$ cat src/rtl/mascota_pkg.sv
// mascota_pkg: state encoding, level limit and counter sizing shared by the pet control blocks
package mascota_pkg;
  typedef enum logic [1:0] {
    REPOSO   = 2'd0,
    ACCION_C = 2'd1,
    ACCION_M = 2'd2,
    ESPERA   = 2'd3
  } estado_t;
  localparam logic [1:0] NIVEL_MAX_DEF = 2'd3;
  function automatic int ancho_contador(input int a, input int b);
    int m;
    m = a > b ? a : b;
    return m > 1 ? $clog2(m) : 1;
  endfunction
endpackage

$ cat src/rtl/arbitro_acciones_if.sv
// arbitro_acciones_if: request/level inputs (master drives) and action/increment/status outputs (slave drives) of the action arbiter
interface arbitro_acciones_if;
  logic       Solicitud_Comida;
  logic       Solicitud_Medicina;
  logic [1:0] Nivel_Comida;
  logic [1:0] Nivel_Medicina;
  logic       Activo_Comida;
  logic       Activo_Medicina;
  logic       Incrementa_Comida;
  logic       Incrementa_Medicina;
  logic       Ocupado;
  logic       Rechazo;
  modport master (
    output Solicitud_Comida, Solicitud_Medicina, Nivel_Comida, Nivel_Medicina,
    input  Activo_Comida, Activo_Medicina, Incrementa_Comida, Incrementa_Medicina, Ocupado, Rechazo
  );
  modport slave (
    input  Solicitud_Comida, Solicitud_Medicina, Nivel_Comida, Nivel_Medicina,
    output Activo_Comida, Activo_Medicina, Incrementa_Comida, Incrementa_Medicina, Ocupado, Rechazo
  );
endinterface

$ cat src/rtl/contador_ventana.sv
// contador_ventana: down-counter (clk, async active-low reset, carga loads valor, fin high at zero; holds at zero)
module contador_ventana #(
  parameter int W = 1
) (
  input  logic         clk,
  input  logic         reset,
  input  logic         carga,
  input  logic [W-1:0] valor,
  output logic         fin
);
  logic [W-1:0] cuenta;
  always_ff @(posedge clk or negedge reset)
    if (!reset) cuenta <= '0;
    else if (carga) cuenta <= valor;
    else if (!fin) cuenta <= cuenta - W'(1);
  assign fin = cuenta == '0;
endmodule

$ cat src/rtl/arbitro_acciones.sv
// arbitro_acciones: round-robin food/medicine action arbiter with fixed action window and cooldown (clk, async active-low reset, bus = slave side of arbitro_acciones_if)
module arbitro_acciones
  import mascota_pkg::*;
#(
  parameter int         CICLOS_ACCION = 50_000_000,
  parameter int         CICLOS_ESPERA = 25_000_000,
  parameter logic [1:0] NIVEL_MAX     = NIVEL_MAX_DEF
) (
  input logic               clk,
  input logic               reset,
  arbitro_acciones_if.slave bus
);
  localparam int W = ancho_contador(CICLOS_ACCION, CICLOS_ESPERA);
  estado_t estado, estado_d;
  logic pend_c, pend_m, ptr_m;
  logic sol_c, sol_m, cand_c, cand_m, elige_c, elige_m, lleno, concede, rechaza, carga, fin;
  logic [W-1:0] valor;
  always_comb begin
    sol_c    = bus.Solicitud_Comida && estado != ACCION_C;
    sol_m    = bus.Solicitud_Medicina && estado != ACCION_M;
    cand_c   = pend_c || sol_c;
    cand_m   = pend_m || sol_m;
    elige_c  = cand_c && (!cand_m || !ptr_m);
    elige_m  = cand_m && !elige_c;
    lleno    = elige_c ? bus.Nivel_Comida >= NIVEL_MAX : bus.Nivel_Medicina >= NIVEL_MAX;
    concede  = estado == REPOSO && (elige_c || elige_m) && !lleno;
    rechaza  = estado == REPOSO && (elige_c || elige_m) && lleno;
    carga    = concede || ((estado == ACCION_C || estado == ACCION_M) && fin);
    valor    = estado == REPOSO ? W'(CICLOS_ACCION - 1) : W'(CICLOS_ESPERA - 1);
    estado_d = estado == REPOSO ? (concede ? (elige_c ? ACCION_C : ACCION_M) : REPOSO)
             : !fin ? estado : estado == ESPERA ? REPOSO : ESPERA;
  end
  always_ff @(posedge clk or negedge reset)
    if (!reset) begin
      estado                  <= REPOSO;
      pend_c                  <= 1'b0;
      pend_m                  <= 1'b0;
      ptr_m                   <= 1'b0;
      bus.Activo_Comida       <= 1'b0;
      bus.Activo_Medicina     <= 1'b0;
      bus.Incrementa_Comida   <= 1'b0;
      bus.Incrementa_Medicina <= 1'b0;
      bus.Ocupado             <= 1'b0;
      bus.Rechazo             <= 1'b0;
    end else begin
      estado                  <= estado_d;
      pend_c                  <= cand_c && !(estado == REPOSO && elige_c);
      pend_m                  <= cand_m && !(estado == REPOSO && elige_m);
      if (concede) ptr_m      <= elige_c;
      bus.Activo_Comida       <= estado_d == ACCION_C;
      bus.Activo_Medicina     <= estado_d == ACCION_M;
      bus.Incrementa_Comida   <= estado == ACCION_C && fin;
      bus.Incrementa_Medicina <= estado == ACCION_M && fin;
      bus.Ocupado             <= estado_d != REPOSO;
      bus.Rechazo             <= rechaza;
    end
  contador_ventana #(.W(W)) u_contador (
    .clk   (clk),
    .reset (reset),
    .carga (carga),
    .valor (valor),
    .fin   (fin)
  );
endmodule

$ cat src/flat_wrapper.sv
// flat-port wrapper written by rule: the top's interface ports become plain ports
module arbitro_acciones_flat import mascota_pkg::*;
#(
  parameter int         CICLOS_ACCION = 50_000_000,
  parameter int         CICLOS_ESPERA = 25_000_000,
  parameter logic [1:0] NIVEL_MAX     = NIVEL_MAX_DEF
)
  (clk, reset, bus_Solicitud_Comida, bus_Solicitud_Medicina, bus_Nivel_Comida, bus_Nivel_Medicina, bus_Activo_Comida, bus_Activo_Medicina, bus_Incrementa_Comida, bus_Incrementa_Medicina, bus_Ocupado, bus_Rechazo);
  arbitro_acciones_if bus_i ();
  input logic clk;
  input logic reset;
  input wire logic [$bits(bus_i.Solicitud_Comida)-1:0] bus_Solicitud_Comida;
  input wire logic [$bits(bus_i.Solicitud_Medicina)-1:0] bus_Solicitud_Medicina;
  input wire logic [$bits(bus_i.Nivel_Comida)-1:0] bus_Nivel_Comida;
  input wire logic [$bits(bus_i.Nivel_Medicina)-1:0] bus_Nivel_Medicina;
  output wire logic [$bits(bus_i.Activo_Comida)-1:0] bus_Activo_Comida;
  output wire logic [$bits(bus_i.Activo_Medicina)-1:0] bus_Activo_Medicina;
  output wire logic [$bits(bus_i.Incrementa_Comida)-1:0] bus_Incrementa_Comida;
  output wire logic [$bits(bus_i.Incrementa_Medicina)-1:0] bus_Incrementa_Medicina;
  output wire logic [$bits(bus_i.Ocupado)-1:0] bus_Ocupado;
  output wire logic [$bits(bus_i.Rechazo)-1:0] bus_Rechazo;
  assign bus_i.Solicitud_Comida = bus_Solicitud_Comida;
  assign bus_i.Solicitud_Medicina = bus_Solicitud_Medicina;
  assign bus_i.Nivel_Comida = bus_Nivel_Comida;
  assign bus_i.Nivel_Medicina = bus_Nivel_Medicina;
  assign bus_Activo_Comida = bus_i.Activo_Comida;
  assign bus_Activo_Medicina = bus_i.Activo_Medicina;
  assign bus_Incrementa_Comida = bus_i.Incrementa_Comida;
  assign bus_Incrementa_Medicina = bus_i.Incrementa_Medicina;
  assign bus_Ocupado = bus_i.Ocupado;
  assign bus_Rechazo = bus_i.Rechazo;
  arbitro_acciones #(.CICLOS_ACCION(CICLOS_ACCION), .CICLOS_ESPERA(CICLOS_ESPERA), .NIVEL_MAX(NIVEL_MAX)) u_core (.clk(clk), .reset(reset), .bus(bus_i));
endmodule
$ cat config.mk
export PLATFORM = sky130hd
export DESIGN_NAME = arbitro_acciones_flat
export DESIGN_NICKNAME = d
export VERILOG_FILES = /design/src/rtl/mascota_pkg.sv /design/src/rtl/arbitro_acciones_if.sv /design/src/rtl/contador_ventana.sv /design/src/rtl/arbitro_acciones.sv /design/src/flat_wrapper.sv
export SDC_FILE = /design/constraint.sdc
export NUM_CORES = 1
export LEC_CHECK = 0
export CAP_MARGIN = 25
export CORE_MARGIN = 3
export CORE_UTILIZATION = 52
export CTS_CLUSTER_SIZE = 8
export DETAILED_ROUTE_END_ITERATION = 8
export PLACE_DENSITY = 0.75
export SYNTH_ARGS = -nofsm -noshare
export SYNTH_HDL_FRONTEND = slang
export SYNTH_SLANG_ARGS = --single-unit
$ cat constraint.sdc
create_clock -name clk -period 2.4 [get_ports clk]
set_clock_uncertainty 0.2 [all_clocks]
set_input_delay 0.48 -clock clk [delete_from_list [all_inputs] [get_ports clk]]
set_output_delay 0.48 -clock clk [all_outputs]
set_load 0.005 [all_outputs]
After elaboration in Yosys (flattened, before gate mapping)
Cells that the tools add are included.
{"block": "totals", "reg_bits": 37, "inputBits": 8}
{"block": "classes", "n_eq_ne": 8, "mux": 9, "addsub": 1, "reduce_logical": 29, "magnitude_cmp": 2}
{"operator": "$mux 26", "n": 3}
{"operator": "$logic_not 26->1", "n": 1}
{"operator": "$sub 26x1->26 const B", "n": 1}
{"operator": "$logic_and 1x1->1", "n": 14}
{"operator": "$mux 2", "n": 5}
{"operator": "$eq 2x2->1 const B", "n": 3}
{"operator": "$logic_not 1->1", "n": 6}
{"operator": "$logic_or 1x1->1", "n": 6}
{"operator": "$eq 2x1->1 const B", "n": 2}
{"operator": "$ge 2x2->1 const B", "n": 2}
{"operator": "$ne 2x1->1 const B", "n": 2}
{"operator": "$logic_not 2->1", "n": 1}
{"operator": "$ne 2x2->1 const B", "n": 1}
{"operator": "$reduce_bool 2->1", "n": 1}
{"operator": "$mux 1", "n": 1}

Depth between registers and ports, before layout
{"block": "depth", "depth_word": 14, "depth_mapped": 9, "ltp_nobuf": 7}

By module
From an unflattened synthesis, not the netlist that was laid out.
{"block": "unflattened", "cells_unflattened": 228, "area_unflattened_um2": 2163.3}
{"module": "contador_ventana", "seq_area_each_um2": 650.6, "area_per_inst_um2": 1594.0, "instances": 1, "cells_each": 175}
{"module": "arbitro_acciones", "seq_area_each_um2": 275.3, "area_per_inst_um2": 569.3, "instances": 1, "cells_each": 53}

Worst setup path after synthesis
OpenSTA, ideal clock, no wires.
{"block": "synth_timing", "path_kind": "flip-flop to flip-flop", "start": "register u_core.u_contador.cuenta[8]", "end": "register u_core.u_contador.cuenta[22]", "period_less_slack_ns": 2.623, "path_stages_with_launch": 8, "arrival_ns": 2.354, "path_slack_ns": -0.223, "t_required_ns": 2.131, "n_path_buf": 2, "cell_sequence": "dfrtp_1 > or4_1 > clkbuf_1 > or3_4 > buf_6 > or3_4 > or4_1 > nand3_1"}
{"block": "synth_via", "elab_chain_cells": 4}
{"item": "start, declared", "line": "contador_ventana.sv:11", "rtl": "logic [W-1:0] cuenta;"}
{"item": "start signal, assigned", "line": "contador_ventana.sv:14", "rtl": "else if (carga) cuenta <= valor;"}
{"item": "start signal, assigned", "line": "contador_ventana.sv:15", "rtl": "else if (!fin) cuenta <= cuenta - W'(1);"}
{"item": "branches (longest 4 deep; another with $sub 26x1->26)"}
Parallel ways; which one is timed is not known. The select of a mux whose other input is x is not followed.
A chain may end at the register's enable or synchronous reset.

Final worst setup path
Same ends and word-level chain as after synthesis.

==> results.toml <==
[logic_synthesis]
synth_edf_count = 0
ys.flop_type = "dfrtp_1"
yosysSeqAreaShare_pct = 46.0
syn_area_mm2 = 0.00201
syn-instance-count = 212
yosysTopAreaCell = "dfrtp_1"
syn_nets = 225
avgSynthCellArea_um2 = 9.48
ys_top_cells_by_area = "dfrtp_1 46%, o21ai_0 4.5%, o31ai_1 4.5%, xnor2_1 3.9%, ha_1 3.1%"
synth_top_area_share_pct = 46.0
yosys_warnings = 0
ys_seq_elements = 37
async_flop_share_pct = 100
synth_cell_types = 39

[worst_setup_path]
critical_path.top_delay_family = "simple AND/OR/NAND/NOR gates"
cp_data_arrival_time_ns = 2.59
cp-start-kind = "flip-flop"
critPathMaxStageDelay_ns = 0.54
crit_chain = "or4_4 > or3_4 > or3_4 > or4_1 > nand3_1"
crit_buf_inv = 0
worst-path-max-fanout = 7
cpMostUsedCell = "or3_4"
crit_path_top_delay_cell = "or4_4"
required_ns = 2.43
cp-end-kind = "flip-flop"
criticalPathCategory = "flip-flop to flip-flop"

[clock_network]
cts_tree = "yes"
cts_root_buf = "clkbuf_8"
clk_latency_ns = 0.30
clockBufferDepth = 2
cts_hold_buffers = 0
htreeDepth = 2
numCtsBuffers = 5
cts_sinks = 37
clk_pin_slew_ns = 0.07

[timing]
setup_ws_ns = -0.151
slew_headroom_pct = 58.4
post-route-period-util_pct = 106
finalCriticalPeriod_ns = 2.55
worst_pin_slew_ns = 0.621
setup_viol = 26
rsz0062_at_grt = "yes"
finalHoldViolations = 0
drv_slew = 0
clock.fmax_mhz = 392

[global_routing]
grt_pass1_vias = 2127
grt_usage_pct = 28.9
grt-ovfl-total = 0
antenna_found_initial = 0
grt_max_degree = 38
grt_pass1_wl_um = 9880

[placed_design]
place_area_mm2 = 0.00248
dp.cells = 302
port_buffers = 13
dp_hpwl_um = 3810
gp_congestion = 0.908

[route]
vias = 2125
wirelength_um = 6650
vias_per_cell = 6.66
avgRoutedWirePerCell_um = 20.9
ant_nets = 0
dr.pass1.iters = 5
drc = 0
drt_iter0_drc = 313

[power]
p_leak_nw = 1.20
powerDensity_mw_per_mm2 = 389
max-vdd-ir-drop_mv = 0.426

[floorplanning]
dieWidth_um = 68.2
initial_core_util_pct = 57.1
die_area_mm2 = 0.00465
core_region_area_mm2 = 0.00352
rows = 21
chipHeight_um = 68.2
ioPinCount = 14

[final_layout]
seq_area_um2 = 926
fin_nets = 285
multi_input_area_mm2 = 0.00128
design_area_mm2 = 0.00295
top_register = "u_core.u_contador.cuenta"
largest_reg_flops = 26
reg.largest.list = "u_core.u_contador.cuenta x26, u_core.estado x2"
fill_cells = 190
diodes = 0
area_growth_pct = 46.8
drive_above_1_share_pct = 40.3
final_cells = 319

[hold_path]
hold_path.class = "flip-flop to flip-flop"

[job]
drv_cap = 0

[status]
violations = "setup timing"
status = "complete, but fails checks"
-- layout by cell type, fill, tap and decap left out, types with 4 or more instances in the layout --
cell and count:
or3_4 6, o21ai_0 11, nor3_1 10, o31ai_1 7
o311ai_1 4, or4_4 4, dfrtp_1 37, clkdlybuf4s50_1 13
nor2_1 12, o21ai_2 5, buf_4 42, clkbuf_8 7
o31ai_2 5, ha_1 5, nor4_4 5, xnor2_1 9
and2_1 5, nand2b_1 5, buf_6 10, nand2_1 9
inv_1 8
-- what timing repair did --
| action | in CTS | in global routing |
|---|---|---|
| setup buffers | 4 | 4 |
| gates cloned | 1 | 0 |
| resized for setup | 32 | 41 |
| pin swaps | 13 | 19 |
| endpoints found under the setup margin | 28 | 31 |
-- cells by family (layout without fill, tap and decap cells) --
group / Yosys count / after routing / share of synthesized area (%)
AND/OR/NAND/NOR: 83 / 83 / 22.7
flip-flops: 37 / 37 / 46.0
buffers and inverters: 20 / 81 / 4.48
adder cells (fa/ha/maj): 5 / 5 / 3.11
XOR/XNOR: 10 / 10 / 4.36
AO/OA/AOI/OAI: 56 / 56 / 18.8
multiplexers: 1 / 1 / 0.560
-- where the power goes --
group           total, W  leakage (nW)  internal, W             switching [W]
logic          0.0000371         0.771    0.0000160                 0.0000211
registers       0.000623         0.377     0.000623  0.0000000000000000000395
clock network   0.000487        0.0542     0.000259                  0.000228
total            0.00115          1.20     0.000898                  0.000249
-- path summary, 6_finish.rpt --
kind                                                               start  cells past startpoint  slack [ns]                                  endpoint
worst min-delay path            u_core.u_contador.cuenta[19]$_DFFE_PN0P_                      1        0.34  u_core.u_contador.cuenta[19]$_DFFE_PN0P_
worst min register to register  u_core.u_contador.cuenta[19]$_DFFE_PN0P_                      1        0.34  u_core.u_contador.cuenta[19]$_DFFE_PN0P_
worst max-delay path             u_core.u_contador.cuenta[8]$_DFFE_PN0P_                      5       -0.15  u_core.u_contador.cuenta[22]$_DFFE_PN0P_
worst max register to register   u_core.u_contador.cuenta[8]$_DFFE_PN0P_                      5       -0.15  u_core.u_contador.cuenta[22]$_DFFE_PN0P_
min in group asynchronous                                          reset                      2        0.41    u_core.bus.Incrementa_Comida$_DFF_PN0_
max in group asynchronous                                          reset                      2        1.26  u_core.u_contador.cuenta[15]$_DFFE_PN0P_
-- layout make-up --
class	instances	share of cell area, %
clock buffer	7	3.26
tap	46	1.95
multi-input combinational	155	43.3
inverter	8	1.02
clock inverter	1	0.170
sequential	37	31.4
timing repair buffer	65	18.9
-- cell usage after synthesis, types with 4 or more instances --
| cell type | n |
|---|---|
| inv_1 | 8 |
| nor2b_1 | 4 |
| and2_1 | 5 |
| o41ai_1 | 4 |
| nor4_1 | 9 |
| o31ai_1 | 12 |
| ha_1 | 5 |
| dfrtp_1 | 37 |
| or3_1 | 5 |
| nor2_1 | 16 |
| xnor2_1 | 9 |
| a21oi_1 | 5 |
| nand2_1 | 10 |
| nor3_1 | 12 |
| or4_1 | 6 |
| o21ai_0 | 18 |
| nand2b_1 | 6 |
| clkbuf_1 | 7 |
-- through the flow --
stage | power, W | util (%) | hold slack, ns | worst slack (ns) | TNS, ns
finish | 0.00115 | 83.8 | 0.339 | -0.151 | -1.25
global route | 0.00119 | 83.8 | 0.387 | -0.208 | -3.69
CTS | 0.00115 | 77.7 | 0.344 | -0.107 | -0.786
detailed placement | 0.000671 | 70.4 | 0.338 | -0.156 | -1.78
global placement | 0.000669 | 70.4 | 0.339 | -0.0576 | -0.415
floorplan | 0.000641 | - | -0.0156 | -0.213 | -2.53
-- routing by layer --
metal	vias up	global-route usage [%]	share of wire, %
met4	0	17.9	6.0
met1	1044	33.6	37
met5	-	0	0
met2	131	46.8	50
li1	902	-	-
met3	48	8.21	7.3
(Power assumes the default switching activity.)
